==> src/rtl/single_dot_grad_v_v_if.sv <==
// Operand/result bundle for single_dot_grad_v_v: start, scalar gradient, operand vectors, status and results.
interface single_dot_grad_v_v_if #(
   parameter int unsigned WIDTH = 10
);
   logic                   start;
   logic [31:0]            g;
   logic [WIDTH-1:0][31:0] vector_a;
   logic [WIDTH-1:0][31:0] vector_b;
   logic                   busy;
   logic                   done;
   logic [WIDTH-1:0][31:0] grad_a;
   logic [WIDTH-1:0][31:0] grad_b;

   modport master (output start, g, vector_a, vector_b,
                   input  busy, done, grad_a, grad_b);
   modport slave  (input  start, g, vector_a, vector_b,
                   output busy, done, grad_a, grad_b);
endinterface

==> src/rtl/single_dot_grad_v_v.sv <==
// Dot-product backward pass: grad_a[i] = g*vector_b[i], grad_b[i] = g*vector_a[i], one pair per cycle.
// grad_b datapath is present only when SINGLE_DOT_GRAD_B_EN is defined; otherwise grad_b is tied to zero.

// Pipelined float32 multiply, round-to-nearest-even, subnormal inputs/results flushed to signed zero.
module single_multiply #(
   parameter int unsigned LATENCY = 4
) (
   input  logic        clk,
   input  logic        rstn,
   input  logic        in_valid,
   input  logic [31:0] a,
   input  logic [31:0] b,
   output logic        out_valid,
   output logic [31:0] result
);
   logic              sgn, a_nan, b_nan, a_inf, b_inf, a_zero, b_zero, guard, sticky;
   logic [47:0]       prod;
   logic [22:0]       mant;
   logic [23:0]       mant_r;
   logic signed [9:0] exp_n, exp_r;
   logic [31:0]       prod_c;
   logic [LATENCY-1:0]       vld_q;
   logic [LATENCY-1:0][31:0] dat_q;

   always_comb begin
      sgn    = a[31] ^ b[31];
      a_nan  = (a[30:23] == 8'hFF) && (a[22:0] != 23'd0);
      b_nan  = (b[30:23] == 8'hFF) && (b[22:0] != 23'd0);
      a_inf  = (a[30:23] == 8'hFF) && (a[22:0] == 23'd0);
      b_inf  = (b[30:23] == 8'hFF) && (b[22:0] == 23'd0);
      a_zero = (a[30:23] == 8'h00);
      b_zero = (b[30:23] == 8'h00);
      prod   = 48'({1'b1, a[22:0]}) * 48'({1'b1, b[22:0]});
      exp_n  = 10'(a[30:23]) + 10'(b[30:23]) - 10'sd127;
      if (prod[47]) begin
         mant   = prod[46:24];
         guard  = prod[23];
         sticky = |prod[22:0];
         exp_n  = exp_n + 10'sd1;
      end else begin
         mant   = prod[45:23];
         guard  = prod[22];
         sticky = |prod[21:0];
      end
      mant_r = {1'b0, mant} + 24'(guard & (sticky | mant[0]));
      exp_r  = mant_r[23] ? exp_n + 10'sd1 : exp_n;
      // Special operands first, then exponent range of the normal product
      if (a_nan || b_nan || (a_inf && b_zero) || (b_inf && a_zero))
         prod_c = 32'h7FC0_0000;
      else if (a_inf || b_inf)
         prod_c = {sgn, 8'hFF, 23'd0};
      else if (a_zero || b_zero)
         prod_c = {sgn, 31'd0};
      else if (exp_r >= 10'sd255)
         prod_c = {sgn, 8'hFF, 23'd0};
      else if (exp_r <= 10'sd0)
         prod_c = {sgn, 31'd0};
      else
         prod_c = {sgn, exp_r[7:0], mant_r[22:0]};
   end

   always_ff @(posedge clk) begin
      if (!rstn) begin
         vld_q <= '0;
         dat_q <= '0;
      end else begin
         vld_q[0] <= in_valid;
         dat_q[0] <= prod_c;
         for (int k = 1; k < int'(LATENCY); k++) begin
            vld_q[k] <= vld_q[k-1];
            dat_q[k] <= dat_q[k-1];
         end
      end
   end

   assign out_valid = vld_q[LATENCY-1];
   assign result    = dat_q[LATENCY-1];
endmodule

module single_dot_grad_v_v #(
   parameter int unsigned WIDTH       = 10,
   parameter int unsigned MUL_LATENCY = 4
) (
   input logic                 clk,
   input logic                 rstn,
   single_dot_grad_v_v_if.slave bus
);
   localparam int unsigned IDX_W = (WIDTH > 1) ? $clog2(WIDTH) : 1;

   typedef enum logic [1:0] {IDLE, ISSUE, DRAIN, DONE} state_t;

   state_t                 state_q, state_d;
   logic [IDX_W-1:0]       issue_q, issue_d, wr_q, wr_d;
   logic [31:0]            g_q, g_d;
   logic                   busy_q, busy_d, done_q, done_d;
   logic                   mul_valid_c;
   logic                   a_valid;
   logic [31:0]            a_res;
   logic [WIDTH-1:0][31:0] grad_a_q;

   // Next-state: the write index advances only on multiplier A's out_valid
   always_comb begin
      state_d     = state_q;
      issue_d     = issue_q;
      wr_d        = wr_q;
      g_d         = g_q;
      busy_d      = busy_q;
      done_d      = done_q;
      mul_valid_c = 1'b0;
      if (a_valid) wr_d = wr_q + IDX_W'(1);
      case (state_q)
         IDLE, DONE: begin
            if (bus.start) begin
               state_d = ISSUE;
               g_d     = bus.g;
               issue_d = '0;
               wr_d    = '0;
               busy_d  = 1'b1;
               done_d  = 1'b0;
            end
         end
         ISSUE: begin
            mul_valid_c = 1'b1;
            issue_d     = issue_q + IDX_W'(1);
            if (issue_q == IDX_W'(WIDTH - 1)) state_d = DRAIN;
         end
         DRAIN: begin
            if (a_valid && (wr_q == IDX_W'(WIDTH - 1))) begin
               state_d = DONE;
               busy_d  = 1'b0;
               done_d  = 1'b1;
            end
         end
         default: state_d = IDLE;
      endcase
   end

   always_ff @(posedge clk) begin
      if (!rstn) begin
         state_q <= IDLE;
         issue_q <= '0;
         wr_q    <= '0;
         g_q     <= '0;
         busy_q  <= 1'b0;
         done_q  <= 1'b0;
      end else begin
         state_q <= state_d;
         issue_q <= issue_d;
         wr_q    <= wr_d;
         g_q     <= g_d;
         busy_q  <= busy_d;
         done_q  <= done_d;
      end
   end

   single_multiply #(.LATENCY(MUL_LATENCY)) u_mul_a (
      .clk      (clk),
      .rstn     (rstn),
      .in_valid (mul_valid_c),
      .a        (g_q),
      .b        (bus.vector_b[issue_q]),
      .out_valid(a_valid),
      .result   (a_res)
   );

   always_ff @(posedge clk) begin
      if (!rstn)        grad_a_q       <= '0;
      else if (a_valid) grad_a_q[wr_q] <= a_res;
   end

`ifdef SINGLE_DOT_GRAD_B_EN
   logic                   b_valid;
   logic [31:0]            b_res;
   logic [WIDTH-1:0][31:0] grad_b_q;

   single_multiply #(.LATENCY(MUL_LATENCY)) u_mul_b (
      .clk      (clk),
      .rstn     (rstn),
      .in_valid (mul_valid_c),
      .a        (g_q),
      .b        (bus.vector_a[issue_q]),
      .out_valid(b_valid),
      .result   (b_res)
   );

   always_ff @(posedge clk) begin
      if (!rstn)        grad_b_q       <= '0;
      else if (b_valid) grad_b_q[wr_q] <= b_res;
   end

   assign bus.grad_b = grad_b_q;
`else
   assign bus.grad_b = '0;
`endif

   assign bus.grad_a = grad_a_q;
   assign bus.busy   = busy_q;
   assign bus.done   = done_q;
endmodule
==> src/flat_wrapper.sv <==
// flat-port wrapper written by rule: the top's interface ports become plain ports
module single_dot_grad_v_v_flat 
#(
   parameter int unsigned WIDTH       = 10,
   parameter int unsigned MUL_LATENCY = 4
)
  (clk, rstn, bus_start, bus_g, bus_vector_a, bus_vector_b, bus_busy, bus_done, bus_grad_a, bus_grad_b);
  single_dot_grad_v_v_if #(.WIDTH(WIDTH)) bus_i ();
  input logic clk;
  input logic rstn;
  input wire logic [$bits(bus_i.start)-1:0] bus_start;
  input wire logic [$bits(bus_i.g)-1:0] bus_g;
  input wire logic [$bits(bus_i.vector_a)-1:0] bus_vector_a;
  input wire logic [$bits(bus_i.vector_b)-1:0] bus_vector_b;
  output wire logic [$bits(bus_i.busy)-1:0] bus_busy;
  output wire logic [$bits(bus_i.done)-1:0] bus_done;
  output wire logic [$bits(bus_i.grad_a)-1:0] bus_grad_a;
  output wire logic [$bits(bus_i.grad_b)-1:0] bus_grad_b;
  assign bus_i.start = bus_start;
  assign bus_i.g = bus_g;
  assign bus_i.vector_a = bus_vector_a;
  assign bus_i.vector_b = bus_vector_b;
  assign bus_busy = bus_i.busy;
  assign bus_done = bus_i.done;
  assign bus_grad_a = bus_i.grad_a;
  assign bus_grad_b = bus_i.grad_b;
  single_dot_grad_v_v #(.WIDTH(WIDTH), .MUL_LATENCY(MUL_LATENCY)) u_core (.clk(clk), .rstn(rstn), .bus(bus_i));
endmodule
==> config.mk <==
export PLATFORM = sky130hd
export DESIGN_NAME = single_dot_grad_v_v_flat
export DESIGN_NICKNAME = d
export VERILOG_FILES = /design/src/rtl/single_dot_grad_v_v_if.sv /design/src/rtl/single_dot_grad_v_v.sv /design/src/flat_wrapper.sv
export SDC_FILE = /design/constraint.sdc
export NUM_CORES = 2
export LEC_CHECK = 0
export ABC_AREA = 1
export BUFFER_PORTS_ARGS = -buffer_cell sky130_fd_sc_hd__buf_2
export CORE_AREA = 3 3 517 519
export CTS_CLUSTER_DIAMETER = 150
export DETAILED_ROUTE_END_ITERATION = 8
export DIE_AREA = 0 0 520 522
export HOLD_SLACK_MARGIN = 0.08
export SLEW_MARGIN = 10
export SYNTH_ARGS = -nofsm -noshare
export SYNTH_HDL_FRONTEND = slang
export SYNTH_HIERARCHICAL = 1
export SYNTH_SLANG_ARGS = --single-unit
==> constraint.sdc <==
create_clock -name clk -period 14.7 [get_ports clk]
set_input_delay 3.675 -clock clk [delete_from_list [all_inputs] [get_ports clk]]
set_output_delay 3.675 -clock clk [all_outputs]
set_load 0.005 [all_outputs]
Word level (Yosys, flattened, before mapping)
Index checks and enable logic that the tools add are counted.
{ "classes": {"eq_ne": 10, "mul": 1, "addsub": 7, "bitwise_logic": 4, "reduce_logical": 31, "n_lt_le_gt_ge": 5, "mux": 31} }
{ "ops": {"columns": ["cell", "n"], "rows": [
  ["bitwise mux 320 bit", 1],
  ["two-way mux 31 bit", 5],
  ["binary-select mux 32 bit (select 4 bit)", 1],
  ["demux 32 bit (select 4 bit)", 1],
  ["two-way mux 32 bit", 2],
  ["multiplier 24 x 24 -> 48 bit", 1],
  ["logical NOT 23 bit", 2],
  ["nonzero test 23 bit", 2],
  ["adder 23 x 1 -> 24 bit", 1],
  ["two-way mux 23 bit", 1],
  ["OR reduction 23 bit", 1],
  ["OR reduction 22 bit", 1],
  ["adder 10 x 2 -> 10 bit, second input constant", 2],
  ["two-way mux 10 bit", 2],
  ["== test 8 bit, second input constant", 2],
  ["logical NOT 8 bit", 2],
  ["two-way mux 4 bit", 4],
  ["greater-or-equal comparator 10 x 9 -> 1 bit, second input constant", 1],
  ["less-or-equal comparator 10 x 1 -> 1 bit, second input constant", 1],
  ["< comparator 4 x 5 -> 1 bit, second input constant", 2],
  ["subtractor 9 x 7 -> 10 bit, second input constant", 1],
  ["adder 8 x 8 -> 9 bit", 1],
  ["adder 4 x 1 -> 4 bit, second input constant", 2],
  ["== test 4 bit, second input constant", 2],
  ["22 further kinds", 48]
]} }
{ "word_totals": {"in_bits": 675, "output_inout_bits": 642, "ff_bits": 496, "word_cells": 112} }

Depth between registers and ports, before layout
{ "logic_depth": {"ltp_word": 15, "depth_mapped": 60, "mapped_depth_nobuf": 54} }

Cells and area by module
The synthesis kept the hierarchy.
{ "modules_own_cells": {"columns": ["module", "cells_per_inst", "seq_area_each_um2", "n_inst", "area_per_inst_um2"], "rows": [
  ["single_multiply", 3897, 2642.5, 1, 27541.4],
  ["single_dot_grad_v_v", 2724, 7287.0, 1, 18363.9]
]} }

Least setup slack after synthesis
Ideal clock, no wire load.
{ "synth_timing": {"path_kind": "input to register", "from": "input bus_vector_b[130]", "to": "register u_core/u_mul_a/dat_q[15] in the netlist's numbering", "t_required_ns": 14.578, "n_path_buf": 4, "setup_ns": 0.122, "path_stages": 51, "arrival_time_ns": 11.505, "slack_ns": 3.073, "path_cell_list": "nor2_1 -> nor2_1 -> o21ai_0 -> nand3_1 -> nand3_1 -> nand2_1 -> clkbuf_1 -> clkbuf_1 -> nand2_1 -> inv_1 -> fa_1 -> fa_1 -> inv_1 -> fa_1 -> inv_1 -> fa_1 -> inv_1 -> fa_1 -> [... 15 more ...] -> nand2_4 -> buf_4 -> nand2_1 -> nand2_1 -> ha_1 -> nand2_1 -> nor2_1 -> xor2_1 -> nand3_2 -> nand2_2 -> nand3_2 -> nor2_2 -> nand2_4 -> nand2_2 -> nor2_4 -> nand3_4 -> buf_6 -> a21oi_2"} }
{ "synth_via": {"elab_chain_len": 11, "word_cells_on_any_way": 26, "classes_between": "2 x add/sub; 1 x mul; 2 x order compare; 7 x mux; 2 x bitwise; 12 x reduce/logical"} }
{ "synth_lines": {"columns": ["item", "line_no", "source"], "rows": [
  ["start: declaration", "flat_wrapper.sv:14", "input wire logic [$bits(bus_i.vector_b)-1:0] bus_vector_b;"],
  ["binary-select mux 32 bit (select 4 bit) *", "single_dot_grad_v_v.sv:161", ".b (bus.vector_b[issue_q]),"],
  ["two-way mux 32 bit (not written as such) *", "single_dot_grad_v_v.sv:161", null],
  ["multiplier 24 x 24 -> 48 bit", "single_dot_grad_v_v.sv:33", "prod = 48'({1'b1, a[22:0]}) * 48'({1'b1, b[22:0]});"],
  ["OR reduction 23 bit / OR reduction 22 bit (equally long branches)", "single_dot_grad_v_v.sv:38, single_dot_grad_v_v.sv:43", null],
  ["two-way mux 1 bit", "single_dot_grad_v_v.sv:35", "if (prod[47]) begin"],
  ["OR 1 bit", "single_dot_grad_v_v.sv:45", "mant_r = {1'b0, mant} + 24'(guard & (sticky | mant[0]));"],
  ["bitwise AND 1 bit", "single_dot_grad_v_v.sv:45", null],
  ["adder 23 x 1 -> 24 bit", "single_dot_grad_v_v.sv:45", null],
  ["two-way mux 10 bit", "single_dot_grad_v_v.sv:46", "exp_r = mant_r[23] ? exp_n + 10'sd1 : exp_n;"],
  ["greater-or-equal comparator 10 x 9 -> 1 bit / less-or-equal comparator 10 x 1 -> 1 bit (equally long branches)", "single_dot_grad_v_v.sv:54, single_dot_grad_v_v.sv:56", null],
  ["OR reduction 6 bit (no line)", null, null],
  ["end signal: indexed assignment", "single_dot_grad_v_v.sv:71", "dat_q[k] <= dat_q[k-1];"],
  ["end: declaration", "single_dot_grad_v_v.sv:23", "logic [LATENCY-1:0][31:0] dat_q;"]
]} }
Mark *: on every way between the ends. The rest lies on a longest branch, timed or not. The select of a mux whose other input is x is not followed.
A chain may end at the register's enable or synchronous reset.

Worst setup path after layout
{ "layout_timing": {"from": "input bus_vector_b[85]", "to": "register u_core/u_mul_a/dat_q[5] in the netlist's numbering"} }
The elaborated chain is that of the path after synthesis.

==> results.tsv <==
stage	metric	value	unit
outcome	outcome	finished, final reports clean	
timing	Final Hold Viols	0	
clock_tree	clk root buf	clkbuf_16	
min_path	Hold Crit Class	reg -> reg	
final_layout	commonest non-fill, non-tap cell in the layout	nand2_1	
clock_tree	CTS hold repair buffers	0	
synthesis	post-synthesis cell count	6621	
global_routing	grt ovf	0	
global_routing	initial antenna violation count	65	
timing	min cycle time layout	13.27	ns
detailed_routing	Vias	41800	
clock_tree	post-CTS sizing	0	
timing	Final Max Tran Viols	0	
critical_path	kind of critical path	in -> reg	
timing	PnR worst setup slack	1.43	ns
clock_tree	worst-case clock buffer depth	3	
floorplanning	DIE HEIGHT	522	µm
synthesis	post-synth top area cell	dfxtp_1	
job	Max-Cap Viols	0	
timing	period utilization	0.903	
timing	fmax	75.3	MHz
floorplanning	Die ar.	271000	µm²
timing	max_slew headroom	0.130	
synthesis	top post-synthesis cells by area	dfxtp_1 (22%), fa_1 (21%), nand2_1 (13%)	
clock_tree	CTS clk-pin slew, worst paths	0.07	ns
critical_path	critical path required time	15.21	ns
detailed_routing	Vias/cell	3.88	
place	Post-DP Area	51600	µm²
timing	final hold slack	0.389	ns
critical_path	CP max-delay cell	nor2_1	
final_layout	share of cells above drive strength 1	0.138	
floorplanning	floorplan core area	263000	µm²
place	dpl ws	1.06	ns
synthesis	post-synth design cell area	45900	µm²
critical_path	Worst path max stage delay	0.74	ns
timing	Fin Setup TNS	0	ns
place	post-DP HPWL	164000	µm
detailed_routing	Routed Antenna Nets	0	
synthesis	Netlist cell types	56	
detailed_routing	DR iter-0 viols	3557	
floorplanning	IO Pins	1317	
critical_path	crit end category	flip-flop	
critical_path	reg-to-reg endpoint	u_core/u_mul_a/dat_q[5]$_SDFF_PP0_	
synthesis	EDFF count, synth	0	
final_layout	Layout Nets	8444	
critical_path	Worst EP arrival	13.79	ns
critical_path	worst r2r src	u_core/issue_q[0]$_SDFFE_PN0P_	
synthesis	register area share after synthesis	0.216	
global_routing	first-pass GRT wire length	281000	µm
timing	Worst Skew	0.0485	ns
floorplanning	Initial Util	0.175	
clock_tree	Worst-Skew Late Latency	0.64	ns
timing	final setup vio count	0	
floorplanning	cell row count	188	
detailed_routing	DRC	0	
detailed_routing	drt first pass iters	6	
global_routing	overall routing resource usage	0.141	
place	PortBufs	676	
detailed_routing	WL final	201000	µm
detailed_routing	Routed wire per std cell	18.6	µm
synthesis	Synth Area per Inst	6.93	µm²
synthesis	predominant post-synthesis flop cell	dfxtp_1	
min_path	hold path start	u_core/u_mul_a/dat_q[60]$_SDFF_PN0_	
synthesis	Yosys reg bits	496	
critical_path	Worst Reg-to-Reg Cells	45	
min_path	Hold EP	u_core/u_mul_a/dat_q[92]$_SDFF_PN0_	
clock_tree	number of H-tree levels	2	
global_routing	vias in the first global route	39700	
min_path	hold depth	2	
clock_tree	cts bufs inserted	47	
timing	RSZ-0062 raised after global routing	no	
timing	slew at the pin closest to its max-slew limit	1.29	ns
final_layout	commonest non-fill, non-tap cells in the layout	nand2_1 (1565), inv_1 (1164), nor2_1 (1036), buf_2 (675), dfxtp_1 (486)	
critical_path	crit-path max FO	38	
place	GP Congestion	0.963	
synthesis	Yosys Warn Count	6	
floorplanning	die width	520	µm
final_layout	design area	53600	µm²
clock_tree	TritonCTS clock tree	done	
clock_tree	setup bufs post-CTS	0	
synthesis	Synth async-reset ratio	0	
final_layout	area delta synth->final	16.7	%
synthesis	post-synth top area share	0.216	
critical_path	most frequent CP cell	nand2_1	
critical_path	r2r setup slk	3.42	ns
global_routing	pin count of the biggest net entering global routing	210	
critical_path	startpoint type of the worst setup path	input port	
clock_tree	CTS sink count	496	
registers in the layout (all words and copies together) (netlist names):
| signal | flops |
|---|---|
| u_core/u_mul_a/vld_q | 4 |
| u_core/bus.grad_a | 320 |
| u_core/u_mul_a/dat_q | 96 |
| u_core/bus.busy | 1 |
| u_core/wr_q | 4 |
| u_core/bus.done | 1 |
| u_core/state_q | 2 |
| u_core/g_q | 32 |
| u_core/u_mul_a/result | 32 |
| u_core/issue_q | 4 |
worst max path at each step:
stage,startpoint,endpoint,depth (start not counted)
after global placement,bus_vector_b[85],u_core/u_mul_a/dat_q[5]$_SDFF_PP0_,48
after CTS,bus_vector_b[85],u_core/u_mul_a/dat_q[5]$_SDFF_PP0_,48
final,bus_vector_b[85],u_core/u_mul_a/dat_q[5]$_SDFF_PP0_,48
after detailed placement,bus_vector_b[85],u_core/u_mul_a/dat_q[5]$_SDFF_PP0_,48
after global routing,bus_vector_b[85],u_core/u_mul_a/dat_q[5]$_SDFF_PP0_,47
after floorplan,bus_vector_b[130],u_core/u_mul_a/dat_q[15]$_SDFF_PP0_,51
per-stage QoR:
stage | util | std cells
6_report | 0.204 | 10800
5_1_grt | 0.203 | 10700
4_1_cts | 0.203 | 10600
3_5_place_dp | 0.197 | 10600
3_3_place_gp | 0.197 | 10600
2_1_floorplan | - | 6940
critical path: cells and delay by family:
family / cells / cell delay, ns
and+or+nand+nor: 29 / 4.92
adders and majority gates: 8 / 3.66
buffers and inverters: 9 / 0.88
AOI/OAI and AO/OA: 2 / 0.56
metal layers:
| metal | track usage | wire (µm) | vias to the layer above |
|---|---|---|---|
| met2 | 0.242 | 96000 | 1549 |
| met4 | 0.0717 | 10400 | 14 |
| li1 | - | - | 20000 |
| met3 | 0.0315 | 15800 | 278 |
| met5 | 0 | 98 | - |
| met1 | 0.165 | 78300 | 19900 |
logic make-up (layout without fill, tap and decap cells):
logic type                 after synthesis  in the layout  synth area share
buffers and inverters                 1870           2050             0.187
other                                    1            462         0.0000817
and+or+nand+nor                       2979           2979             0.262
AOI/OAI and AO/OA                      554            554            0.0631
xor gates and xnor gates                38             38           0.00725
adders and majority gates              683            683             0.265
DFF                                    496            496             0.216
synthesized netlist by cell type (12+ instances only):
| master | number |
|---|---|
| fa_1 | 483 |
| nor4_1 | 15 |
| inv_2 | 26 |
| buf_1 | 42 |
| nand3_1 | 216 |
| dfxtp_1 | 496 |
| a21oi_2 | 12 |
| o21ai_0 | 436 |
| nor3_1 | 15 |
| o21ai_1 | 31 |
| nor2_4 | 12 |
| nor2_2 | 22 |
| buf_2 | 84 |
| clkbuf_1 | 174 |
| nor2_1 | 1036 |
| nand2_1 | 1565 |
| nand2_2 | 23 |
| xor2_1 | 28 |
| inv_1 | 1164 |
| nand4_1 | 36 |
| ha_1 | 200 |
| buf_4 | 362 |
| a21oi_1 | 50 |
final cells by class:
type	count	area, µm²
clock inverter	18	290
inverter	1197	4500
clock buffer	65	1350
timing repair buffer	770	4140
antenna	142	355
multi-input combinational	4574	28600
tap	3515	4400
fill	30200	209000
sequential	496	9950
Power is left out: the tool's default activity adds up to more than one toggle a clock period on the data nets, which glitch-free logic cannot reach.
